**config.mk**
```make
export PLATFORM = sky130hd
export DESIGN_NAME = depth_scan_controller
export DESIGN_NICKNAME = d
export VERILOG_FILES = /design/src/rtl/depth_scan_controller.sv
export SDC_FILE = /design/constraint.sdc
export NUM_CORES = 1
export LEC_CHECK = 0
export CORE_ASPECT_RATIO = 1.5
export CORE_MARGIN = 8
export CORE_UTILIZATION = 50
export CTS_BUF_LIST = sky130_fd_sc_hd__clkbuf_4 sky130_fd_sc_hd__clkbuf_8
export DETAILED_ROUTE_END_ITERATION = 16
export HOLD_SLACK_MARGIN = 0.05
export PLACE_DENSITY = 0.8
export RECOVER_POWER = 25
export SYNTH_ARGS = -nofsm -noshare
export SYNTH_HDL_FRONTEND = slang
export SYNTH_SLANG_ARGS = --single-unit
```
**constraint.sdc**
```tcl
create_clock -name clk -period 4.2 [get_ports clk]
set_input_delay 0.63 -clock clk [delete_from_list [all_inputs] [get_ports clk]]
set_output_delay 0.63 -clock clk [all_outputs]
set_load 0.03 [all_outputs]
```
**src/rtl/depth_scan_controller.sv**
```systemverilog
// ---------------------------------------------------------------------------
// depth_scan_controller
//
// Address sequencer for one convolution layer. A read sweep walks
// row x col x filter-group addresses (with a configurable stride) towards the
// activation engine. A write sweep, driven by returning activations, walks
// the output row x col x filter-group space one column at a time.
//
// Optional feature (compile-time macro DEPTH_SE_TRIGGER_EN):
//   defined   -> SE_Start pulses the cycle after the write that completes
//                filter group SE_EN.
//   undefined -> SE_Start is tied to 0 and SE_EN is ignored.
//
// Ports
//   clk                     clock, all state on rising edge
//   RST                     asynchronous active-low reset
//   Start                   one-cycle scan request, honoured only in IDLE
//   R_Start / W_Start       first row/col index of read / write sweep (0..2)
//   R_Final_Row/W_Final_Row last legal read / write row & col index
//   Stride                  read step (0 behaves as 1)
//   Final_Filter            last filter-group index (read and write)
//   SE_EN                   write filter group that fires SE_Start
//   Rd_Ready                downstream accepts current read address
//   Act_Valid               activation available for write this cycle
//   R_Row/Col/Filter_Counter  current read address
//   W_Row/Col/Filter_Counter  current write address
//   R_Valid                 read address valid (READ state)
//   R_Depth_Done            pulse after the last read handshake
//   W_Depth_Done            pulse after the last write
//   SE_Start                pulse after filter group SE_EN is written
//   Busy                    high whenever not IDLE
// ---------------------------------------------------------------------------
module depth_scan_controller #(
  parameter int ROW_W = 7,
  parameter int FLT_W = 6
) (
  input  logic             clk,
  input  logic             RST,
  input  logic             Start,
  input  logic [1:0]       R_Start,
  input  logic [1:0]       W_Start,
  input  logic [ROW_W-1:0] R_Final_Row,
  input  logic [ROW_W-1:0] W_Final_Row,
  input  logic [1:0]       Stride,
  input  logic [FLT_W-1:0] Final_Filter,
  input  logic [FLT_W-1:0] SE_EN,
  input  logic             Rd_Ready,
  input  logic             Act_Valid,
  output logic [ROW_W-1:0] R_Row_Counter,
  output logic [ROW_W-1:0] R_Col_Counter,
  output logic [FLT_W-1:0] R_Filter_Counter,
  output logic [FLT_W-1:0] W_Filter_Counter,
  output logic [ROW_W-1:0] W_Row_Counter,
  output logic [ROW_W-1:0] W_Col_Counter,
  output logic             R_Valid,
  output logic             R_Depth_Done,
  output logic             W_Depth_Done,
  output logic             SE_Start,
  output logic             Busy
);

  typedef enum logic [1:0] {
    IDLE  = 2'd0,
    READ  = 2'd1,
    DRAIN = 2'd2
  } state_t;

  state_t r_state, w_state_nxt;

  logic [ROW_W-1:0] r_rrow, r_rcol, r_wrow, r_wcol;
  logic [FLT_W-1:0] r_rflt, r_wflt;
  logic             r_wfrozen;
  logic             r_rdone, r_wdone;

  // ---------------------------------------------------------------- read side
  logic [ROW_W-1:0] w_rstart, w_wstart;
  logic [ROW_W:0]   w_step, w_rfinal, w_rcol_sum, w_rrow_sum;
  logic             w_rcol_wrap, w_rrow_wrap;
  logic             w_start_scan, w_rd_hs, w_rlast;

  assign w_rstart = {{(ROW_W-2){1'b0}}, R_Start};
  assign w_wstart = {{(ROW_W-2){1'b0}}, W_Start};

  // Extra MSB keeps the bound compare honest when final index is near 2^ROW_W-1.
  assign w_step     = {{(ROW_W-1){1'b0}}, ((Stride == 2'd0) ? 2'd1 : Stride)};
  assign w_rfinal   = {1'b0, R_Final_Row};
  assign w_rcol_sum = {1'b0, r_rcol} + w_step;
  assign w_rrow_sum = {1'b0, r_rrow} + w_step;
  assign w_rcol_wrap = (w_rcol_sum > w_rfinal);
  assign w_rrow_wrap = (w_rrow_sum > w_rfinal);

  assign w_start_scan = (r_state == IDLE) && Start;
  assign w_rd_hs      = (r_state == READ) && Rd_Ready;
  assign w_rlast      = w_rd_hs && w_rcol_wrap && w_rrow_wrap &&
                        (r_rflt == Final_Filter);

  // --------------------------------------------------------------- write side
  logic w_wr_en, w_wcol_wrap, w_wrow_wrap, w_wlast;

  // After the final write the counters park on the last address; stray
  // Act_Valid beats are dropped until the next Start.
  assign w_wr_en     = Act_Valid && !r_wfrozen &&
                       ((r_state == READ) || (r_state == DRAIN));
  // >= (not ==) so a bound below the start index still wraps on first beat.
  assign w_wcol_wrap = (r_wcol >= W_Final_Row);
  assign w_wrow_wrap = (r_wrow >= W_Final_Row);
  assign w_wlast     = w_wr_en && w_wcol_wrap && w_wrow_wrap &&
                       (r_wflt == Final_Filter);

  // ---------------------------------------------------------------------- FSM
  always_ff @(posedge clk or negedge RST) begin
    if (!RST) r_state <= IDLE;
    else      r_state <= w_state_nxt;
  end

  always_comb begin
    w_state_nxt = r_state;
    case (r_state)
      IDLE:  if (Start) w_state_nxt = READ;
      // Writes already complete (or completing now) -> no drain wait.
      READ:  if (w_rlast) w_state_nxt = (r_wfrozen || w_wlast) ? IDLE : DRAIN;
      DRAIN: if (w_wlast) w_state_nxt = IDLE;
      default: w_state_nxt = IDLE;
    endcase
  end

  // ----------------------------------------------------------- read counters
  always_ff @(posedge clk or negedge RST) begin
    if (!RST) begin
      r_rrow <= '0;
      r_rcol <= '0;
      r_rflt <= '0;
    end else if (w_start_scan) begin
      r_rrow <= w_rstart;
      r_rcol <= w_rstart;
      r_rflt <= '0;
    end else if (w_rd_hs && !w_rlast) begin
      if (w_rcol_wrap) begin
        r_rcol <= w_rstart;
        if (w_rrow_wrap) begin
          r_rrow <= w_rstart;
          r_rflt <= r_rflt + 1'b1;
        end else begin
          r_rrow <= w_rrow_sum[ROW_W-1:0];
        end
      end else begin
        r_rcol <= w_rcol_sum[ROW_W-1:0];
      end
    end
  end

  // ---------------------------------------------------------- write counters
  always_ff @(posedge clk or negedge RST) begin
    if (!RST) begin
      r_wrow    <= '0;
      r_wcol    <= '0;
      r_wflt    <= '0;
      r_wfrozen <= 1'b0;
    end else if (w_start_scan) begin
      r_wrow    <= w_wstart;
      r_wcol    <= w_wstart;
      r_wflt    <= '0;
      r_wfrozen <= 1'b0;
    end else if (w_wlast) begin
      r_wfrozen <= 1'b1;
    end else if (w_wr_en) begin
      if (w_wcol_wrap) begin
        r_wcol <= w_wstart;
        if (w_wrow_wrap) begin
          r_wrow <= w_wstart;
          r_wflt <= r_wflt + 1'b1;
        end else begin
          r_wrow <= r_wrow + 1'b1;
        end
      end else begin
        r_wcol <= r_wcol + 1'b1;
      end
    end
  end

  // ----------------------------------------------------------- done pulses
  always_ff @(posedge clk or negedge RST) begin
    if (!RST) begin
      r_rdone <= 1'b0;
      r_wdone <= 1'b0;
    end else begin
      r_rdone <= w_rlast;
      r_wdone <= w_wlast;
    end
  end

`ifdef DEPTH_SE_TRIGGER_EN
  logic r_se;
  always_ff @(posedge clk or negedge RST) begin
    if (!RST) r_se <= 1'b0;
    else      r_se <= w_wr_en && w_wcol_wrap && w_wrow_wrap && (r_wflt == SE_EN);
  end
  assign SE_Start = r_se;
`else
  logic w_unused_se;
  assign w_unused_se = ^SE_EN;
  assign SE_Start    = 1'b0;
`endif

  // ---------------------------------------------------------------- outputs
  assign R_Row_Counter    = r_rrow;
  assign R_Col_Counter    = r_rcol;
  assign R_Filter_Counter = r_rflt;
  assign W_Row_Counter    = r_wrow;
  assign W_Col_Counter    = r_wcol;
  assign W_Filter_Counter = r_wflt;
  assign R_Valid          = (r_state == READ);
  assign Busy             = (r_state != IDLE);
  assign R_Depth_Done     = r_rdone;
  assign W_Depth_Done     = r_wdone;

endmodule

```
Yosys cells after proc, flatten, opt, wreduce, memory -nomap -nowiden
Index checks and enable logic that the tools add are counted.
Storage, ports and cells
  flip-flop bits (word level): 45
  output and inout bits: 45
  logic and storage cells: 92
Cells by class
  $add $sub $neg: 6
  magnitude comparators: 4
  eq/ne operators: 8
  muxes and demuxes: 33
  reduce and logical (&&, ||, !) cells: 31
Operators with widths (count)
  7-bit 2-to-1 mux: 16
  6-bit 2-to-1 mux: 9
  7-bit by 2-bit adder with 8-bit output: 2
  8-bit by 7-bit greater-than comparator with 1-bit output: 2
  2-bit nonzero test: 8
  7-bit by 1-bit adder with 7-bit output, second input constant: 2
  7-bit greater-or-equal comparator: 2
  6-bit by 1-bit adder with 6-bit output, second input constant: 2
  6-bit equality test: 2
  1-bit logical AND: 11
  2-bit 2-to-1 mux: 5
  3-bit AND reduction: 3
  2-bit inequality test, second input constant: 3
  2-bit case mux with 3 select lines: 1
  2-bit logical NOT: 2
  2-bit AND reduction: 2
  4-bit AND reduction: 1
  2-bit by 1-bit equality test with 1-bit output, second input constant: 1
  2-bit equality test, second input constant: 1
  1-bit logical NOT: 2
  1-bit logical OR: 2
  1-bit 2-to-1 mux: 2
  2-bit by 1-bit inequality test with 1-bit output, second input constant: 1

Longest topological paths before layout
  depth after elaboration: 11
  mapped depth: 16
  depth with buffers taken out: 14

Least setup slack after synthesis
OpenSTA, ideal clock, no wires.
  kind: input port to flip-flop
  start point: input Stride[1]
  end point: register r_rcol[0], in the netlist R_Col_Counter[0]
  library setup time: 0.125 ns
  arrival: 3.741 ns
  data required time: 4.075 ns
  slack: 0.334 ns
  cell stages on the path: 15
  cell sequence: buf_6 > or2b_1 > ha_1 > ha_1 > a21oi_1 > nand3b_1 > xnor2_1 > ha_1 > o21ai_0 > nor2_1 > o41a_1 > or3_1 > buf_6 > mux2_4 > mux2_2
On the way
  cells in the longest elaborated chain, start to end: 10
Ends and longest elaborated chain
  start: declaration: line 44  | input logic [1:0] Stride,
  2-bit logical NOT: line 85  | assign w_step = {{(ROW_W-1){1'b0}}, ((Stride == 2'd0) ? 2'd1 : Stride)};
  2-bit 2-to-1 mux *: line 85
  7-bit by 2-bit adder with 8-bit output: line 87  | assign w_rcol_sum = {1'b0, r_rcol} + w_step;
  8-bit by 7-bit greater-than comparator with 1-bit output: line 89  | assign w_rcol_wrap = (w_rcol_sum > w_rfinal);
  1-bit logical AND (3 in a row): line 94  | assign w_rlast = w_rd_hs && w_rcol_wrap && w_rrow_wrap &&
  1-bit logical NOT: line 137  | end else if (w_rd_hs && !w_rlast) begin
  1-bit logical AND: line 137
  2-bit nonzero test (no source line)
  end signal: assignment: line 135  | r_rcol <= w_rstart;
  end signal: assignment: line 139  | r_rcol <= w_rstart;
  end signal: assignment: line 147  | r_rcol <= w_rcol_sum[ROW_W-1:0];
  end: declaration: line 70  | logic [ROW_W-1:0] r_rrow, r_rcol, r_wrow, r_wcol;
Mark *: on every way between the ends. The rest lies on a longest branch, timed or not. The select of a mux whose other input is x is not followed.
A chain may end at the register's enable or synchronous reset.

Worst setup path in the final report
  start point: input Stride[1]
  end point: register r_rflt[1], in the netlist R_Filter_Counter[1]
On the way
  cells in the longest elaborated chain, start to end: 11
Ends and longest elaborated chain
  2-bit logical NOT: line 85
  2-bit 2-to-1 mux *: line 85
  7-bit by 2-bit adder with 8-bit output: line 87
  8-bit by 7-bit greater-than comparator with 1-bit output: line 89
  1-bit logical AND (3 in a row): line 94
  1-bit logical NOT: line 137
  1-bit logical AND: line 137
  2-bit nonzero test (no source line)
  3-bit AND reduction (no source line) *
  end signal: assignment: line 142  | r_rflt <= r_rflt + 1'b1;
  end: declaration: line 71  | logic [FLT_W-1:0] r_rflt, r_wflt;
Mark *: on every way between the ends. The rest lies on a longest branch, timed or not.

==> flow_summary.toml <==
[status]
status = "finished, violations left"
violations = "max-capacitance violations, max-slew violations"

[hold_path]
min_from = "W_Col_Counter[5]"
hp-class = "flip-flop to flip-flop"

[clock_network]
h-tree-depth = 2
cts_tree = "done"
cts_inserted_buffers = 5
path_clk_slew_ps = 90
root_buffer = "clkbuf_8"
cts.sinks = 45
cts_max_path_buffers = 2
clkLatencyLatePin_ps = 310

[synth]
syn_inst = 400
syn-cell-area_um2 = 3606
synth_fp_nets = 477
async_flop_share_pct = 100.0
synth.distinct_cells = 62
seq_area_frac_synth_pct = 31.23
ys_seq_elements = 45
syn_avg_cell_area_um2 = 9.015
synth_warnings = 0
ys.flop_type = "dfrtp_1"
synth_edf_count = 0

[timing]
tightest_slew_ps = 2539
fin_crit_sh_pct = 96.76
slew_headroom_pct = -69.24
maxSlewViolCount = 46
min_period_ps = 4064
setup_viol = 0
hold_ws_ps = 550.7
hold_viol_final = 0
setup_tns_ps = 0
postLayoutSetupSlackWorst_ps = 136.3
clock.fmax_mhz = 246.1
fin_worst_skew_ps = 4.140

[critical_path]
required_ps = 4430
crit_type = "input port to flip-flop"
crit_arrival_ps = 4300
crit_fanout = 7
critPathMaxStageDelay_ps = 500
crit_top_cell = "buf_4"
path_delay_family = "simple AND/OR/NAND/NOR gates"
worst_path_max_delay_cell = "or4_1"
crit_start = "Stride[1]"
worst_setup_path_start_kind = "input port"
path_buf_inv = 4
path_cells = "clkdlybuf4s50_1, or2b_1, ha_1, maj3_1, nand4_1, xnor2_1, ha_1, and4_1, a41o_1, a31oi_1, buf_4, buf_4, nor3_1, buf_4, or4_1, o211ai_1"
r2r-start = "R_Row_Counter[0]"
crit_path_end_kind = "flip-flop"

[final_layout]
antenna_cells = 0
area_growth_pct = 29.81
drive_gt1_share_pct = 11.92
layout_common_cells = "clkdlybuf4s50_1 (73), dfrtp_1 (45), ha_1 (40)"
final_common_cell = "clkdlybuf4s50_1"
nets = 571
stdcell_area_um2 = 4681

[drt]
drt-initial-drc-count = 175
routedWlPerCell_um = 17.06
drt_pass1_iterations = 4
ant_nets = 0
vias = 3371
drt-total-wl_mm = 9.809
drc = 0
routed_via_density = 5.863

[die]
core_um2 = 7132
rows = 38
io_pins = 82
die-area_um2 = 10240
dieWidth_um = 85.34
initial_core_util_pct = 50.56
die-height_um = 120.0

[placement]
port_buffers = 74
pre_cts_ws_ps = -226.9
place_congestion = 0.8403
dp.final_hpwl_mm = 7.866
placed_area_um2 = 4556

[power_and_ir_drop]
p_per_area_nw_per_um2 = 547.5
leakagePower_uw = 0.002110
total_power_uw = 2563
ir_worst_vdd_v = 0.0003214

[job]
max-cap-violations = 1

[grt]
overflow = 0
grt_pass1_vias = 3510
antenna_found_initial = 0
grt_pass1_wl_mm = 16.40
grt_max_degree = 46
grtUsageTotal_pct = 19.68
## flip-flops by register name, summed over array words and instances (netlist names)
signal            flops
R_Col_Counter         7
R_Depth_Done          1
R_Filter_Counter      6
R_Row_Counter         7
W_Col_Counter         7
W_Depth_Done          1
W_Filter_Counter      6
W_Row_Counter         7
r_state               2
r_wfrozen             1
## per-layer routing
layer	GRT usage, %	vias up	share of wire [%]
met5	0	-	0
met4	7.709	0	2.2
met3	4.381	18	5.0
met2	38.13	96	55
met1	19.49	1620	38
li1	-	1637	-
## metrics by stage
step	instances	utilization (%)
2_1_floorplan	400	-
3_3_place_gp	565	63.88
3_5_place_dp	565	63.88
4_1_cts	573	65.09
5_1_grt	575	65.63
6_report	575	65.63
## power by group
part,total (uW),switching [uW],internal [uW]
registers,701,162,539
logic,1580,847,736
clock network,279,157,122
total,2560,1170,1400
## path summary, 6_finish.rpt
kind,to,slack (ps),cells past startpoint
worst max-delay path,R_Filter_Counter[1],140,16
worst min-delay path,W_Col_Counter[5],550,1
worst max register to register,R_Filter_Counter[1],780,14
worst min register to register,W_Col_Counter[5],550,1
max in group asynchronous,W_Row_Counter[5],1660,1
min in group asynchronous,W_Col_Counter[5],1100,1
## logic make-up (layout without fill, tap and decap cells)
kind of cell | after synthesis | count (layout) | synth area share, %
AND/OR/NAND/NOR | 135 | 135 | 19.74
AO/OA/AOI/OAI | 78 | 78 | 15.30
buffers and inverters | 50 | 145 | 5.795
flip-flops | 45 | 45 | 31.23
adder cells (fa/ha/maj) | 42 | 42 | 14.47
multiplexers | 25 | 25 | 7.529
XOR/XNOR | 24 | 24 | 5.830
other | 1 | 1 | 0.1040
## layout make-up
cell class | count | area [um^2]
clock buffers | 6 | 76.32
inverters | 36 | 135.1
multi-input cells | 305 | 2296
fillers | 611 | 2451
flip-flops and latches | 45 | 1126
clock inverters | 2 | 10.01
repair buffers | 101 | 937.1
well taps | 80 | 100.1
## what timing repair did
item                       4_1_cts  5_1_grt
setup endpoints to repair        0        9
hold buffers                     0        0
resized for setup                0        5
setup buffers                    0        2
## Yosys cell counts (2+ instances only)
master	number	area share, %
and2_1	3	0.52
a211o_1	2	0.49
a221o_1	2	0.56
inv_1	36	3.7
o31ai_1	3	0.62
nor2_1	22	2.3
dfrtp_1	45	31
nand3b_1	3	0.62
or3_1	5	0.87
o21a_1	2	0.42
a211oi_1	4	0.83
o21ai_0	12	1.7
nor4_1	4	0.69
nand3_1	16	2.2
a22o_1	3	0.73
and3_1	9	1.6
nand2b_1	9	1.6
xnor2_1	21	5.1
a22oi_1	2	0.42
a31o_2	2	0.49
and4_1	2	0.49
a32oi_1	2	0.49
mux2_4	2	0.83
nand2_1	34	3.5
a21o_1	3	0.62
a31oi_1	4	0.69
xor2_1	3	0.73
nand4_1	11	1.9
or4_1	5	1.0
o22ai_1	2	0.35
nor3_1	4	0.56
o211ai_1	6	1.2
buf_6	2	0.62
buf_2	2	0.28
ha_1	40	14
a21oi_1	17	2.4
mux2_2	9	2.8
a41oi_1	2	0.49
mux2i_1	14	3.9
clkbuf_1	9	0.94
Note: power is estimated with default switching activity, not from simulation.
